File: src/rtl/csa_pkg.sv
// Shared constants and the stage-1 per-block record for the pipelined carry-select adder.
package csa_pkg;

  localparam int unsigned CSA_WIDTH   = 16;
  localparam int unsigned CSA_BLK     = 4;
  // Widest block the stage-1 record can carry; narrower blocks use the low bits.
  localparam int unsigned CSA_BLK_MAX = 32;

  typedef struct packed {
    logic [CSA_BLK_MAX-1:0] sum0;
    logic [CSA_BLK_MAX-1:0] sum1;
    logic                   c0;
    logic                   c1;
  } blk_cand_t;

endpackage

File: src/rtl/csa_block.sv
// BLK-bit dual ripple adder: produces the block sum and carry for both possible carry-ins.
module csa_block
  import csa_pkg::*;
#(
  parameter int unsigned BLK = CSA_BLK
) (
  input  logic [BLK-1:0] a,
  input  logic [BLK-1:0] b,
  output logic [BLK-1:0] sum0,
  output logic [BLK-1:0] sum1,
  output logic           c0,
  output logic           c1
);

  logic r0;
  logic r1;

  // NOTE: every output of a combinational block gets a default first, so no path leaves it unassigned and no latch is inferred.
  always_comb begin
    sum0 = '0;
    sum1 = '0;
    r0   = 1'b0;
    r1   = 1'b1;
    for (int i = 0; i < int'(BLK); i++) begin
      sum0[i] = a[i] ^ b[i] ^ r0;
      sum1[i] = a[i] ^ b[i] ^ r1;
      r0      = (a[i] & b[i]) | (r0 & (a[i] ^ b[i]));
      r1      = (a[i] & b[i]) | (r1 & (a[i] ^ b[i]));
    end
    c0 = r0;
    c1 = r1;
  end

endmodule

File: src/rtl/pipe_csa_adder.sv
// Two-stage valid/ready carry-select adder: stage 1 registers per-block candidates, stage 2 resolves the select chain.
// Optional signed-overflow output OVF is built only when CSA_OVF_EN is defined.
module pipe_csa_adder
  import csa_pkg::*;
#(
  parameter int unsigned WIDTH = CSA_WIDTH,
  parameter int unsigned BLK   = CSA_BLK
) (
  input  logic             clk,
  input  logic             rst_n,
  input  logic             in_valid,
  output logic             in_ready,
  input  logic [WIDTH-1:0] A,
  input  logic [WIDTH-1:0] B,
  input  logic             C_in,
  output logic             out_valid,
  input  logic             out_ready,
  output logic [WIDTH-1:0] S,
  output logic             C_out
`ifdef CSA_OVF_EN
  ,
  output logic             OVF
`endif
);

  localparam int unsigned NBLK = WIDTH / BLK;

  if ((WIDTH % BLK) != 0 || BLK > CSA_BLK_MAX) begin : g_cfg_check
    $error("pipe_csa_adder: WIDTH must be a multiple of BLK, and BLK must not exceed CSA_BLK_MAX");
  end

  logic v1;
  logic v2;
  logic adv1;
  logic adv2;

  // A stage may take new data when it is empty or its contents move on this cycle.
  assign adv2      = !v2 || out_ready;
  assign adv1      = !v1 || adv2;
  assign in_ready  = rst_n && adv1;
  assign out_valid = v2;

  blk_cand_t        cand [NBLK];
  blk_cand_t        st1  [NBLK];
  logic             cin1;
  logic [NBLK:0]    chain;
  logic [WIDTH-1:0] s_next;

  assign chain[0] = cin1;

  for (genvar i = 0; i < int'(NBLK); i++) begin : g_blk
    logic [BLK-1:0] sum0;
    logic [BLK-1:0] sum1;
    logic           c0;
    logic           c1;

    csa_block #(.BLK(BLK)) u_blk (
      .a   (A[i*BLK +: BLK]),
      .b   (B[i*BLK +: BLK]),
      .sum0(sum0),
      .sum1(sum1),
      .c0  (c0),
      .c1  (c1)
    );

    assign cand[i] = '{sum0: CSA_BLK_MAX'(sum0), sum1: CSA_BLK_MAX'(sum1), c0: c0, c1: c1};

    // Select chain: block i picks its candidate with the resolved carry out of block i-1.
    assign chain[i+1]             = chain[i] ? st1[i].c1 : st1[i].c0;
    assign s_next[i*BLK +: BLK]   = chain[i] ? st1[i].sum1[BLK-1:0] : st1[i].sum0[BLK-1:0];

    if (BLK < CSA_BLK_MAX) begin : g_pad
      logic unused_pad;
      assign unused_pad = ^{st1[i].sum0[CSA_BLK_MAX-1:BLK], st1[i].sum1[CSA_BLK_MAX-1:BLK]};
    end
  end

`ifdef CSA_OVF_EN
  logic a_msb1;
  logic b_msb1;
  logic ovf_next;
  // Carry into the MSB recovered from the sum bit, compared against the carry out.
  assign ovf_next = (s_next[WIDTH-1] ^ a_msb1 ^ b_msb1) ^ chain[NBLK];
`endif

  always_ff @(posedge clk) begin
    if (!rst_n) begin
      v1 <= 1'b0;
      v2 <= 1'b0;
    end else begin
      if (adv1) v1 <= in_valid;
      if (adv2) v2 <= v1;
    end
  end

  // NOTE: stage-1 data registers carry no reset; their contents only matter while v1 is set.
  always_ff @(posedge clk) begin
    if (in_valid && in_ready) begin
      st1  <= cand;
      cin1 <= C_in;
`ifdef CSA_OVF_EN
      a_msb1 <= A[WIDTH-1];
      b_msb1 <= B[WIDTH-1];
`endif
    end
  end

  // Result registers are reset so the outputs read zero until the first result arrives.
  always_ff @(posedge clk) begin
    if (!rst_n) begin
      S     <= '0;
      C_out <= 1'b0;
`ifdef CSA_OVF_EN
      OVF   <= 1'b0;
`endif
    end else if (adv2 && v1) begin
      S     <= s_next;
      C_out <= chain[NBLK];
`ifdef CSA_OVF_EN
      OVF   <= ovf_next;
`endif
    end
  end

endmodule

File: config.mk
export PLATFORM = sky130hd
export DESIGN_NAME = pipe_csa_adder
export DESIGN_NICKNAME = d
export VERILOG_FILES = /design/src/rtl/csa_pkg.sv /design/src/rtl/csa_block.sv /design/src/rtl/pipe_csa_adder.sv
export SDC_FILE = /design/constraint.sdc
export NUM_CORES = 1
export LEC_CHECK = 0
export CORE_ASPECT_RATIO = 1.75
export CORE_MARGIN = 4
export CORE_UTILIZATION = 52
export DETAILED_ROUTE_END_ITERATION = 6
export GPL_ROUTABILITY_DRIVEN = 1
export GPL_TIMING_DRIVEN = 1
export MAX_ROUTING_LAYER = met4
export PLACE_DENSITY_LB_ADDON = 0.25
export RECOVER_POWER = 100
export SLEW_MARGIN = 20
export SYNTH_ARGS = -nofsm -noshare
export SYNTH_HDL_FRONTEND = slang
export SYNTH_HIERARCHICAL = 1
export SYNTH_SLANG_ARGS = --single-unit
File: constraint.sdc
create_clock -name clk -period 2.3 [get_ports clk]
set_input_delay 0.345 -clock clk [delete_from_list [all_inputs] [get_ports clk]]
set_output_delay 0.345 -clock clk [all_outputs]
set_load 0.03 [all_outputs]
== After elaboration in Yosys (flattened, before gate mapping) ==
Cells that the tools add are included.

* Register bits: 60
* Bits of input ports: 37
* Output and inout bits: 19
* Logic and storage cells: 148

* Muxes and demuxes: 8
* Bitwise operators: 112
* Reductions and logical operators: 7

{| class="wikitable"
|+ Operator list
! kind !! number
|-
| bitwise AND 1 bit || 40
|-
| bitwise XOR 1 bit || 40
|-
| OR 1 bit || 28
|-
| 2-to-1 mux 4 bit || 4
|-
| 2-to-1 mux 1 bit || 4
|-
| inverter 1 bit || 4
|-
| logical AND 1 bit || 3
|-
| zero test 1 bit || 2
|-
| logical OR 1 bit || 2
|}

== Logic depth before layout (Yosys ltp) ==
Gate-level depths: netlist of the first run.

* Depth in word-level cells: 8
* Gate-level depth with buffers: 8
* Gate-level depth less buffers: 8

== Hierarchy ==
The synthesis of the first run kept the hierarchy.

{| class="wikitable"
|+ Modules (own cells, without submodules)
! module !! times used !! cells an instance !! area each (um2) !! sequential area each (um2)
|-
| pipe_csa_adder || 1 || 130 || 2148.3 || 1611.5
|-
| csa_block || 4 || 20 || 190.2 || 0.0
|}

== Worst setup path before layout of the first run ==
OpenSTA, ideal clock, no wires.

* Path type: flip-flop to flip-flop
* Start point: register v2 (netlist: out_valid)
* End point: register cin1, enable pin
* Library setup time: 0.402 ns
* Data arrival time: 2.481 ns
* Required time: 1.898 ns
* Path slack: -0.583 ns
* Stages on the path, launching flop included: 4
* Path buffers: 0
* Clock period less this slack: 2.883 ns
* Cells stage by stage: dfxtp_1 -> nor2b_1 -> a21boi_0 -> and2_1

* Longest elaborated chain between the ends: 5

{| class="wikitable"
|+ Ends and longest elaborated chain
! what !! line !! RTL
|-
| start, declared || pipe_csa_adder.sv:33 || <nowiki>logic v2;</nowiki>
|-
| start signal, assigned || pipe_csa_adder.sv:92 || <nowiki>if (adv2) v2 <= v1;</nowiki>
|-
| zero test 1 bit || pipe_csa_adder.sv:38 || <nowiki>assign adv2 = !v2 || out_ready;</nowiki>
|-
| logical OR 1 bit || pipe_csa_adder.sv:38 ||
|-
| logical OR 1 bit || pipe_csa_adder.sv:39 || <nowiki>assign adv1 = !v1 || adv2;</nowiki>
|-
| logical AND 1 bit || pipe_csa_adder.sv:40 || <nowiki>assign in_ready = rst_n && adv1;</nowiki>
|-
| named net in_ready || pipe_csa_adder.sv:12 || <nowiki>output logic in_ready,</nowiki>
|-
| logical AND 1 bit || pipe_csa_adder.sv:98 || <nowiki>if (in_valid && in_ready) begin</nowiki>
|-
| end signal, assigned || pipe_csa_adder.sv:100 || <nowiki>cin1 <= C_in;</nowiki>
|-
| end, declared || pipe_csa_adder.sv:45 || <nowiki>logic cin1;</nowiki>
|}

The timed path passes the listed nets, and every way through them passes these cells.
A chain may end at the register's enable or synchronous reset.

== Final worst setup path of the first run ==
* Start point: input A[12]
* End point: register st1[5] in the netlist's numbering, data pin

* Longest elaborated chain between the ends: 7
* Elaborated cells between the ends (all ways): 8
* Those cells by class: bitwise (8)

{| class="wikitable"
|+ Ends and longest elaborated chain
! what !! line !! RTL
|-
| start, declared || pipe_csa_adder.sv:13 || <nowiki>input logic [WIDTH-1:0] A,</nowiki>
|-
| bitwise AND 1 bit / bitwise XOR 1 bit (equally long branches) || csa_block.sv:28 || <nowiki>r1 = (a[i] & b[i]) | (r1 & (a[i] ^ b[i]));</nowiki>
|-
| OR 1 bit * || csa_block.sv:28 ||
|-
| bitwise AND 1 bit * || csa_block.sv:28 ||
|-
| OR 1 bit * || csa_block.sv:28 ||
|-
| bitwise AND 1 bit * || csa_block.sv:28 ||
|-
| OR 1 bit * || csa_block.sv:28 ||
|-
| bitwise XOR 1 bit * || csa_block.sv:26 || <nowiki>sum1[i] = a[i] ^ b[i] ^ r1;</nowiki>
|-
| named net g_blk[3].sum1[3] || pipe_csa_adder.sv:53 || <nowiki>logic [BLK-1:0] sum1;</nowiki>
|-
| end signal, assigned || pipe_csa_adder.sv:99 || <nowiki>st1 <= cand;</nowiki>
|-
| end, declared || pipe_csa_adder.sv:44 || <nowiki>blk_cand_t st1 [NBLK];</nowiki>
|}

Mark *: on every way through the listed nets, which the timed path passes. The rest lies on a longest branch.

==> run metrics, run 1 <==
status finished, final reports clean; RSZ-0062 raised after global routing no; Tmin final about 2100 ps; Avg WL per Cell between 10 and 15 um; die width about 65 um; initial core utilization 54.4%; Slowest Stage Delay on Critical Path around 420 ps; xor/xnor share of the synthesized area 0%; max-cap viol count 0; vias per cell between 4 and 5; clk_lat worst skew roughly 330 ps; worst-path maximum fanout 2; clk buf depth 2; CTS resizes 0; CTS tree done; crit path DAT around 2300 ps; flip-flop and latch count after synthesis 60; Max Slew Vio Count 0; clock sink total 60; worst path cell trace clkdlybuf4s50_1 > inv_1 > ha_1 > inv_1 > fa_1 > fa_1 > inv_1 > fa_1 > inv_1; Pre-Repair DR Iteration Count 4; Clock Skew around 7.8 ps; DIE HEIGHT between 100 and 150 um; register area 1610 um2; grt ovf 0; # nets final between 300 and 400; Final setup viols 0; Fillers ~400; Leak Pwr roughly 1.7 nW; required time of the critical path 2500 ps; largest net degree at the start of global routing 35; synthesized area 2910 um2; Buf/Inv on CP 5; Core Region ~5300 um2; area of the multi-input gates 1060 um2; die area ~7000 um2; most common cell after layout, fill and taps aside inv_1; setup slack after layout roughly 190 ps; Slew HR about 42%; hold_ws around 500 ps; mux share of post-synthesis cell area just under 9%; Post-Route WL about 4800 um; Synth Area in Compound Gates ~6.5%; Vias approximately 1700; Iter 0 DRT Violations 45; number of hold buffers added after CTS 0; initial antenna violation count 0; cell at the root of the clock tree clkbuf_8; GRT Overall Usage between 10% and 20%; count of final hold-check violations 0; postcts setup bufs 0; post-layout util a little over two thirds; first-pass GRT wire length ~7900 um; Avg Inst Size Synth around 14 um2; Ys Warns 6; GPL Wtd Cong about 0.72; vias in the first global route roughly 1800; post-synthesis sequential area ratio 55.4%; Num CTS Buffers 9; largest family of logic cells by synthesized area adder cells; CP endpoint kind flip-flop; fmax 475 MHz; slowest stage cell, crit path clkdlybuf4s50_1; Synth top area share 42.3%; crit path kind input port to flip-flop; ranking of synthesized cells by area edfxtp_1, fa_1, dfxtp_1; # IOs 56; Power Density 710 nW/um2; Row Count 35; Worst Hold Class flip-flop to flip-flop; commonest cells after routing, fill and taps aside inv_1, edfxtp_1, clkdlybuf4s50_1; Unique masters post-synth 17; Tightest Pin Transition roughly 870 ps; fin crit share 91.6%; Area Growth Syn to Fin 28.9%; Post-Synth Adder-Cell Area about a fifth; clock slew at reported path FFs around 70 ps; dpl hpwl 3730 um; # diodes 0; CP top delay family adder cells; dpl ws -164 ps; Final ANT Viol Nets 0; cell count after synthesis 210; Max rail drop VDD around 470 uV; Residual DRC 0; ratio of cells with drive above 1 in the final layout under 10%; largest area contributor in the netlist edfxtp_1; H-tree Lvls 3; Worst setup SP type input port; Mapped Nets ~280; most numerous cell on the critical path inv_1; Port Buffer Count 55; simple-gate share of the synthesized area approximately 1.9%
==> synth_stat cells <==
library cell	count
a21boi_0	1
inv_1	48
o211a_1	8
buf_6	1
nand2_1	8
o21ai_0	9
ha_1	8
mux2i_4	3
clkbuf_1	6
dfxtp_1	19
a21oi_1	10
fa_1	24
nor2b_1	3
edfxtp_1	41
o21a_1	1
and2_1	1
mux2i_1	19
==> cell families after synthesis <==
logic type / after synthesis
compound gates: 29
mux: 22
buf+inv: 55
flops: 60
simple gates: 12
fa+ha+maj: 32
==> final timing paths <==
check | startpoint | endpoint | slack, ps | depth (start not counted)
max | A[12] | st1[5]$_DFFE_PP_ | 190 | 9
min | S[3]$_SDFFE_PN0P_ | S[3]$_SDFFE_PN0P_ | 490 | 1
min reg2reg | S[3]$_SDFFE_PN0P_ | S[3]$_SDFFE_PN0P_ | 490 | 1
max reg2reg | cin1$_DFFE_PP_ | S[9]$_SDFFE_PN0P_ | 280 | 4
==> flip-flops by register name (all words and copies together) (netlist names) <==
name / flops
C_out: 1
v1: 1
S: 16
st1: 40
cin1: 1
out_valid: 1
==> where the power goes <==
part | leakage [nW] | switching (W) | internal [W] | total (W)
registers | 0.541 | 0.0000250 | 0.00125 | 0.00128
clock network | 0.101 | 0.000380 | 0.000605 | 0.000985
logic | 1.05 | 0.000213 | 0.000186 | 0.000400
total | 1.69 | 0.000619 | 0.00204 | 0.00266
==> area by class of cell <==
class                           instances  share of cell area (%)
Inverter                               48                    4.80
Clock inverter                          5                    2.03
Timing Repair Buffer                   60                    16.1
Sequential cell                        60                    43.0
Multi-Input combinational cell         95                    28.2
Clock buffer                           11                    3.50
Tap cell                               74                    2.47
==> routing by layer <==
metal / wire length (um) / up-vias / track usage, % / share of wire [%]
li1: - / 816 / - / -
met4: 87 / 0 / 5.90 / 1.8
met1: 1650 / 821 / 14.8 / 34
met3: 176 / 9 / 4.61 / 3.6
met2: 2910 / 39 / 30.2 / 60
met5: 0 / - / - / 0
==> metrics by stage <==
step | std cells | area, um2 | total power, W | setup TNS, ps
after floorplan | 210 | 2910 | 0.00153 | 0
after global placement | 337 | 3580 | 0.00171 | -908
after detailed placement | 337 | 3580 | 0.00173 | -1200
after CTS | 353 | 3790 | 0.00271 | 0
after global routing | 353 | 3750 | 0.00279 | 0
final | 353 | 3750 | 0.00266 | 0
Power figures use the tool's default switching activity.
==> inputs of run 2 (changes only) <==
--- a/config.mk
+++ b/config.mk
@@ -11,6 +11,7 @@
 export DETAILED_ROUTE_END_ITERATION = 6
 export GPL_ROUTABILITY_DRIVEN = 1
 export GPL_TIMING_DRIVEN = 1
+export HOLD_SLACK_MARGIN = 0.15
 export MAX_ROUTING_LAYER = met4
 export PLACE_DENSITY_LB_ADDON = 0.25
 export RECOVER_POWER = 100
==> results of run 2 <==
Final layout, timing and power as in run 1 (identical DEF).
